$ cat src/rtl/temp_sample_accumulator.sv
// Sums N temperature samples strobed by the sequencing FSM, then forms the rounded
// average and converts it to packed BCD by double dabble, one bit per clock.
//
// state  | meaning
// S_IDLE | cleared, waiting for the first sample
// S_ACCUM| collecting samples until N have been added
// S_ROUND| one cycle: compute rounded average, load converter
// S_CONV | DATA_W cycles of double dabble
// S_DONE | average and BCD held until rst_sum or rst
module temp_sample_accumulator #(
  parameter int DATA_W  = 12,
  parameter int LOG2_N  = 3,
  parameter int BCD_DIG = 4
) (
  input  logic                 clk_i,
  input  logic                 rst_ni,
  input  logic                 rst_sum_i,
  input  logic                 en_sum_i,
  input  logic [DATA_W-1:0]    sample_in_i,
  output logic                 sum_o,
  output logic                 busy_o,
  output logic [DATA_W-1:0]    avg_out_o,
  output logic [4*BCD_DIG-1:0] bcd_out_o,
  output logic                 bcd_valid_o
);

  localparam int ACC_W = DATA_W + LOG2_N;
  localparam int CNT_W = LOG2_N + 1;
  localparam int N     = 1 << LOG2_N;
  localparam int BCD_W = 4 * BCD_DIG;
  localparam int BIT_W = $clog2(DATA_W + 1);

  typedef enum logic [2:0] {S_IDLE, S_ACCUM, S_ROUND, S_CONV, S_DONE} state_e;

  state_e             state_q, state_d;
  logic [ACC_W-1:0]   acc_q, acc_d;
  logic [CNT_W-1:0]   count_q, count_d;
  logic [DATA_W-1:0]  avg_q, avg_d;
  logic [DATA_W-1:0]  shift_q, shift_d;
  logic [BCD_W-1:0]   work_q, work_d;
  logic [BIT_W-1:0]   bit_q, bit_d;
  logic [BCD_W-1:0]   bcd_q, bcd_d;
  logic               valid_q, valid_d;

  logic [ACC_W-1:0]        acc_rnd;
  logic [BCD_W-1:0]        work_adj;
  logic [BCD_W+DATA_W-1:0] dabble;

  // acc never exceeds N*(2^DATA_W-1), so adding N/2 cannot wrap
  assign acc_rnd = acc_q + ACC_W'(N / 2);

  always_comb begin
    work_adj = work_q;
    for (int i = 0; i < BCD_DIG; i++) begin
      if (work_q[4*i +: 4] >= 4'd5) work_adj[4*i +: 4] = work_q[4*i +: 4] + 4'd3;
    end
    dabble = {work_adj, shift_q} << 1;
  end

  always_comb begin
    state_d = state_q;
    acc_d   = acc_q;
    count_d = count_q;
    avg_d   = avg_q;
    shift_d = shift_q;
    work_d  = work_q;
    bit_d   = bit_q;
    bcd_d   = bcd_q;
    valid_d = valid_q;
    if (rst_sum_i) begin
      state_d = S_IDLE;
      acc_d   = '0;
      count_d = '0;
      avg_d   = '0;
      bcd_d   = '0;
      valid_d = 1'b0;
    end else begin
      case (state_q)
        S_IDLE, S_ACCUM: begin
          if (en_sum_i) begin
            acc_d   = acc_q + ACC_W'(sample_in_i);
            count_d = count_q + CNT_W'(1);
            state_d = (count_q == CNT_W'(N - 1)) ? S_ROUND : S_ACCUM;
          end
        end
        S_ROUND: begin
          avg_d   = DATA_W'(acc_rnd >> LOG2_N);
          shift_d = DATA_W'(acc_rnd >> LOG2_N);
          work_d  = '0;
          bit_d   = '0;
          state_d = S_CONV;
        end
        S_CONV: begin
          work_d  = dabble[BCD_W+DATA_W-1:DATA_W];
          shift_d = dabble[DATA_W-1:0];
          bit_d   = bit_q + BIT_W'(1);
          if (bit_q == BIT_W'(DATA_W - 1)) begin
            bcd_d   = dabble[BCD_W+DATA_W-1:DATA_W];
            valid_d = 1'b1;
            state_d = S_DONE;
          end
        end
        S_DONE: ;
        default: state_d = S_IDLE;
      endcase
    end
  end

  always_ff @(posedge clk_i or negedge rst_ni) begin
    if (!rst_ni) begin
      state_q <= S_IDLE;
      acc_q   <= '0;
      count_q <= '0;
      avg_q   <= '0;
      shift_q <= '0;
      work_q  <= '0;
      bit_q   <= '0;
      bcd_q   <= '0;
      valid_q <= 1'b0;
    end else begin
      state_q <= state_d;
      acc_q   <= acc_d;
      count_q <= count_d;
      avg_q   <= avg_d;
      shift_q <= shift_d;
      work_q  <= work_d;
      bit_q   <= bit_d;
      bcd_q   <= bcd_d;
      valid_q <= valid_d;
    end
  end

  assign sum_o       = (count_q == CNT_W'(N - 1)) && (state_q == S_IDLE || state_q == S_ACCUM);
  assign busy_o      = (state_q == S_ROUND) || (state_q == S_CONV);
  assign avg_out_o   = avg_q;
  assign bcd_out_o   = bcd_q;
  assign bcd_valid_o = valid_q;

endmodule

$ cat config.mk
export PLATFORM = sky130hd
export DESIGN_NAME = temp_sample_accumulator
export DESIGN_NICKNAME = d
export VERILOG_FILES = /design/src/rtl/temp_sample_accumulator.sv
export SDC_FILE = /design/constraint.sdc
export NUM_CORES = 1
export LEC_CHECK = 0
export ABC_CLOCK_PERIOD_IN_PS = 2370
export CAP_MARGIN = 20
export CORE_UTILIZATION = 53
export CTS_BUF_LIST = sky130_fd_sc_hd__clkbuf_4 sky130_fd_sc_hd__clkbuf_8
export CTS_CLUSTER_SIZE = 28
export DETAILED_ROUTE_END_ITERATION = 7
export GPL_TIMING_DRIVEN = 0
export HOLD_SLACK_MARGIN = 0.12
export PLACE_DENSITY = 0.76
export RECOVER_POWER = 100
export SLEW_MARGIN = 20
export SYNTH_ARGS = -nofsm -noshare
export SYNTH_HDL_FRONTEND = slang
export SYNTH_SLANG_ARGS = --single-unit
$ cat constraint.sdc
create_clock -name clk_i -period 2.37 [get_ports clk_i]
set_clock_uncertainty 0.15 [all_clocks]
set_input_delay 0.474 -clock clk_i [delete_from_list [all_inputs] [get_ports clk_i]]
set_output_delay 0.474 -clock clk_i [all_outputs]
set_load 0.005 [all_outputs]
==> results of run 1 <==
[path summary, 6_finish.rpt]
path / to / cells after the start / slack [ps] / from
max: work_q[3] / 6 / 10 / rst_sum_i
min: state_q[0] / 1 / 320 / state_q[2]
max reg2reg: acc_q[11] / 7 / 60 / acc_q[4]
min reg2reg: state_q[0] / 1 / 320 / state_q[2]
max in group asynchronous: avg_out_o[1] / 3 / 610 / rst_ni
min in group asynchronous: bcd_out_o[10] / 2 / 670 / rst_ni
[repair_timing]
item	4_1_cts	5_1_grt
hold buffers	1	0
setup endpoints to repair	11	37
buffers inserted	1	6
pin swaps	0	7
gates resized for setup	11	19
endpoints found under the hold margin	40	0
[final cells by class]
cell class,count,area (µm²),share of cell area
tap,105,131,0.0237
inverter,13,48.8,0.00880
multi-input combinational,364,2410,0.434
clock buffer,12,159,0.0287
buffer,27,126,0.0228
timing repair buffer,55,544,0.0981
sequential,83,2080,0.375
clock inverter,4,48.8,0.00880
[synthesized netlist by cell type (6+ instances only)]
| master | instances | area share |
|---|---|---|
| a211oi_1 | 6 | 0.0099 |
| nand3b_1 | 8 | 0.013 |
| nand2b_1 | 6 | 0.0082 |
| xor2_1 | 15 | 0.029 |
| o21ai_0 | 30 | 0.033 |
| dfrtp_1 | 83 | 0.46 |
| inv_1 | 12 | 0.0099 |
| nand2_1 | 62 | 0.051 |
| nor2_1 | 47 | 0.039 |
| nand3_1 | 13 | 0.014 |
| mux2i_1 | 12 | 0.026 |
| buf_2 | 8 | 0.0088 |
| nand4_1 | 7 | 0.0096 |
| o21ai_1 | 6 | 0.0066 |
| a22o_1 | 14 | 0.027 |
| ha_1 | 23 | 0.063 |
| clkbuf_1 | 18 | 0.015 |
| xnor2_1 | 10 | 0.019 |
| a21oi_1 | 32 | 0.035 |
| a21o_1 | 6 | 0.0099 |
[metrics by stage]
step            util  TNS, ps  instances
3_3_place_gp   0.624  -200550        639
6_report       0.672        0        663
2_1_floorplan      -        0        488
4_1_cts        0.660    -49.9        657
5_1_grt        0.672     -202        663
3_5_place_dp   0.626   -13640        640
[power breakdown]
part | internal, mW | switching, mW
logic | 0.343 | 0.435
registers | 1.51 | 0.119
clock network | 0.555 | 0.525
total | 2.41 | 1.08
[cell families (layout without fill, tap and decap cells)]
group,after synthesis,after routing,share of synthesized area
XOR/XNOR,25,25,0.0480
multiplexers,15,15,0.0337
adder cells (fa/ha/maj),24,24,0.0675
AND/OR/NAND/NOR,179,179,0.189
AO/OA/AOI/OAI,121,121,0.169
flip-flops,83,83,0.455
buffers and inverters,41,111,0.0376
[worst reg2reg max path, stage by stage, from the launching register on]
cell and delay (ps):
dfrtp_1 540, ha_4 290, a21oi_4 130, and2_1 150, buf_6 120, a21oi_2 60
o31a_1 240, or4_1 510
[flip-flops by register name, indices dropped and copies added, names as in the netlist]
register and count:
bit_q 4, bcd_out_o 16, work_q 16, avg_out_o 12, shift_q 12, acc_q 15, bcd_valid_o 1, state_q 3
count_q 4
[layer usage]
layer | vias to the layer above | GRT usage | share of wire
met2 | 85 | 0.441 | 0.48
li1 | 1853 | - | -
met5 | - | 0 | 0
met3 | 16 | 0.0370 | 0.034
met4 | 0 | 0.0909 | 0.013
met1 | 1972 | 0.355 | 0.47
==> flow_metrics.py, run 1 <==
metrics = {
    "die": {
        "start_util": 0.552,
        "coreArea_um2": 8260,
        "dieArea_um2": 8980,
        "die-width_um": 94.8,
        "ios": 47,
        "rows": 33,
        "die_h_um": 94.8,
    },
    "timing": {
        "relSlewSlack": 0.296,
        "worstMarginPinSlew_ps": 1060,
        "hold_viol": 0,
        "fin_crit_sh": 0.996,
        "maxSlewViolCount": 0,
        "setup_slack_ps": 10.5,
        "period_minus_slack_ps": 2360,
        "clock.fmax_ghz": 0.424,
        "final-setup-viol-count": 0,
        "rsz0062_at_grt": "true",
        "fin_hold_ws_ps": 319,
    },
    "clock_tree": {
        "cts_buffers": 9,
        "root_buffer": "clkbuf_8",
        "clkLatencyLatePin_ps": 360,
        "clk_path_buf_depth": 2,
        "path_clk_slew_ps": 90,
        "tritoncts": "done",
        "ctsHtreeMaxLevel": 3,
        "cts.sinks": 83,
    },
    "global_routing": {
        "gr-usage-all-layers": 0.265,
        "grt_start_max_net_pins": 44,
        "overflow": 0,
        "grt_pass1_wl_um": 18100,
        "grt_pass1_vias": 3740,
        "antenna_found_initial": 0,
    },
    "final_layout": {
        "most-common-layout-cells": "dfrtp_1, nand2_1, nor2_1",
        "antenna_cells": 0,
        "postLayoutCellArea_um2": 5550,
        "fillerInstances": 663,
        "area_growth_pct": 21.6,
        "nets": 593,
        "drive_gt1_frac": 0.106,
        "mostFrequentLayoutCell": "dfrtp_1",
    },
    "route": {
        "finalWirelength_um": 11400,
        "ant_nets": 0,
        "vias": 3926,
        "routedWlPerCell_um": 17.2,
        "remaining_drc_errors": 0,
        "viasPerCell": 5.92,
        "drt_iter0_markers": 173,
        "first_pass_iters": 6,
    },
    "synth": {
        "yosys_most_used_dff": "dfrtp_1",
        "avgSynthCellArea_um2": 9.35,
        "ys_seq_area_frac": 0.455,
        "synth-edff-count": 0,
        "async_flop_share": 1.00,
        "synth_nets": 528,
        "ys_seq_elements": 83,
        "yosys_warnings": 0,
        "synth_area_um2": 4560,
        "synthCells": 488,
        "yosysUniqueCellTypes": 59,
    },
    "worst_setup_path": {
        "path_cells": "clkdlybuf4s50_1 > clkbuf_1 > nand2b_1 > clkbuf_1 > o21ai_0 > a22o_1",
        "cp_slowest_cell": "clkdlybuf4s50_1",
        "path_common_cell": "clkbuf_1",
        "arrival_ps": 2470,
        "crit_type": "primary input to flip-flop",
        "cpLargestDelayFamily": "buffers and inverters",
        "cp-end-kind": "flip-flop",
        "crit_buf_inv": 3,
        "start_kind": "primary input",
        "crit_required_ps": 2480,
        "critPathMaxFanout": 10,
        "slowest_delay_ps": 510,
    },
    "worst_hold_path": {
        "hold_path.class": "flip-flop to flip-flop",
    },
    "pwr": {
        "leakagePower_nw": 2.56,
        "p_per_area_nw_per_um2": 629,
        "power_mw": 3.49,
        "ir_worst_vdd_mv": 0.386,
    },
    "placement": {
        "placed_area_um2": 5170,
        "gp_congestion": 0.836,
        "preCtsSetupSlack_ps": -495,
        "dp_hpwl_um": 8020,
        "io_buffers": 46,
    },
    "flow_run": {
        "maxCapViolations": 0,
    },
    "status": {
        "outcome": "finished, final reports clean",
    },
}
Power figures use the tool's default switching activity.
==> inputs of run 2 (changes only) <==
Settings changed: CORE_UTILIZATION 53 to 60, DONT_BUFFER_PORTS from default to 1, PLACE_DENSITY 0.76 to 0.77, SKIP_CTS_REPAIR_TIMING from default to 1.
==> run 2 against run 1 <==
- the run now ends with hold timing left
- register-to-register slack improved by 40 ps
- sequential power barely moved
- clock power fell by 14%
- cell area fell by 11%
- routed wire length fell by 7.1%
- maximum frequency rose by 4.0%
- via count fell by 5.6%
- highest routed layer unchanged
- largest power group unchanged
==> flow_metrics.py, run 2 (synthesis gave the netlist of run 1 again) <==
metrics = {
    "status": {
        "outcome": "complete, but fails checks",
        "violations": "hold timing",
    },
    "final_layout": {
        "nets": 539,
        "antenna_cells": 0,
        "mostFrequentLayoutCell": "dfrtp_1",
        "area_growth_pct": 7.65,
        "most-common-layout-cells": "dfrtp_1, nand2_1, nor2_1",
        "drive_gt1_frac": 0.0855,
    },
    "timing": {
        "worstMarginPinSlew_ps": 632,
        "clock.fmax_ghz": 0.441,
        "rsz0062_at_grt": "false",
        "period_minus_slack_ps": 2270,
        "fin_hold_ws_ps": -345,
        "hold_viol": 83,
        "relSlewSlack": 0.577,
        "fin_crit_sh": 0.957,
        "maxSlewViolCount": 0,
        "final-setup-viol-count": 0,
    },
    "global_routing": {
        "grt_pass1_vias": 3538,
        "antenna_found_initial": 0,
        "gr-usage-all-layers": 0.289,
        "grt_start_max_net_pins": 84,
        "overflow": 0,
        "grt_pass1_wl_um": 17200,
    },
    "route": {
        "remaining_drc_errors": 0,
        "vias": 3705,
        "drt_iter0_markers": 262,
        "first_pass_iters": 6,
        "viasPerCell": 6.15,
        "finalWirelength_um": 10600,
        "routedWlPerCell_um": 17.6,
        "ant_nets": 0,
    },
    "worst_setup_path": {
        "cp_slowest_cell": "or4_1",
        "crit_required_ps": 2450,
        "crit_type": "flip-flop to flip-flop",
        "timing.rr.end": "acc_q[11]",
        "crit_buf_inv": 0,
        "arrival_ps": 2350,
        "slowest_delay_ps": 510,
        "critPathMaxFanout": 6,
        "rr_worst_depth": 6,
        "start_kind": "flip-flop",
        "r2r_start": "acc_q[1]",
        "cpLargestDelayFamily": "simple AND/OR/NAND/NOR gates",
        "cp-end-kind": "flip-flop",
        "ff2ff_setup_slack_ps": 100,
        "path_cells": "ha_1 > a21o_1 > nand4_1 > a21oi_2 > o31a_1 > or4_1",
    },
    "placement": {
        "io_buffers": 0,
        "dp_hpwl_um": 7470,
        "gp_congestion": 0.879,
    },
    "clock_tree": {
        "ctsHtreeMaxLevel": 3,
        "clk_path_buf_depth": 2,
        "cts.sinks": 83,
        "tritoncts": "done",
        "path_clk_slew_ps": 90,
        "cts_buffers": 9,
        "root_buffer": "clkbuf_8",
        "clkLatencyLatePin_ps": 350,
    },
    "die": {
        "start_util": 0.626,
        "ios": 47,
        "die-width_um": 89.2,
        "die_h_um": 89.2,
        "coreArea_um2": 7290,
        "dieArea_um2": 7960,
        "rows": 31,
    },
    "worst_hold_path": {
        "hold_path.class": "primary input to async pin",
    },
    "pwr": {
        "leakagePower_nw": 2.16,
        "ir_worst_vdd_mv": 0.350,
        "p_per_area_nw_per_um2": 660,
        "power_mw": 3.24,
    },
    "flow_run": {
        "maxCapViolations": 0,
    },
}
## run 2: layer usage
metal / vias to the layer above / wire (µm) / track usage / share of wire
li1: 1742 / - / - / -
met2: 134 / 5060 / 0.462 / 0.48
met3: 16 / 670 / 0.0683 / 0.063
met4: 0 / 116 / 0.0938 / 0.011
met1: 1813 / 4740 / 0.390 / 0.45
met5: - / 0 / 0 / 0
## run 2: worst max path at each step
stage	from	end	slack, ps	depth (start not counted)
after floorplan	sample_in_i[4]	acc_q[11]	100	7
after global placement	sample_in_i[6]	acc_q[13]	20	6
after detailed placement	acc_q[4]	acc_q[11]	-10	7
after CTS	acc_q[4]	acc_q[11]	-20	7
after global routing	acc_q[6]	acc_q[13]	0.5	6
final	acc_q[1]	acc_q[11]	100	6
## run 2: power by group
group          total (mW)  switching, mW  internal (mW)
Sequential           1.63          0.116           1.51
Combinational       0.684          0.384          0.300
Clock               0.932          0.519          0.414
Total                3.24           1.02           2.22
## run 2: cell type report
type | instances | area, µm²
sequential | 83 | 2080
clock buffer | 11 | 145
clock inverter | 4 | 27.5
timing repair buffer | 1 | 10.0
buffer | 27 | 118
tap | 99 | 124
multi-input combinational | 364 | 2360
inverter | 13 | 48.8
fill | 613 | 2380
## run 2: through the flow
step	utilization	setup slack, ps	TNS, ps	instances	instance area, µm²
floorplan	-	96.2	0	488	4560
global placement	0.643	15.1	0	587	4690
detailed placement	0.643	-10.8	-10.8	587	4690
CTS	0.666	-22.0	-22.0	602	4860
global route	0.673	0.499	0	602	4910
finish	0.673	102	0	602	4910
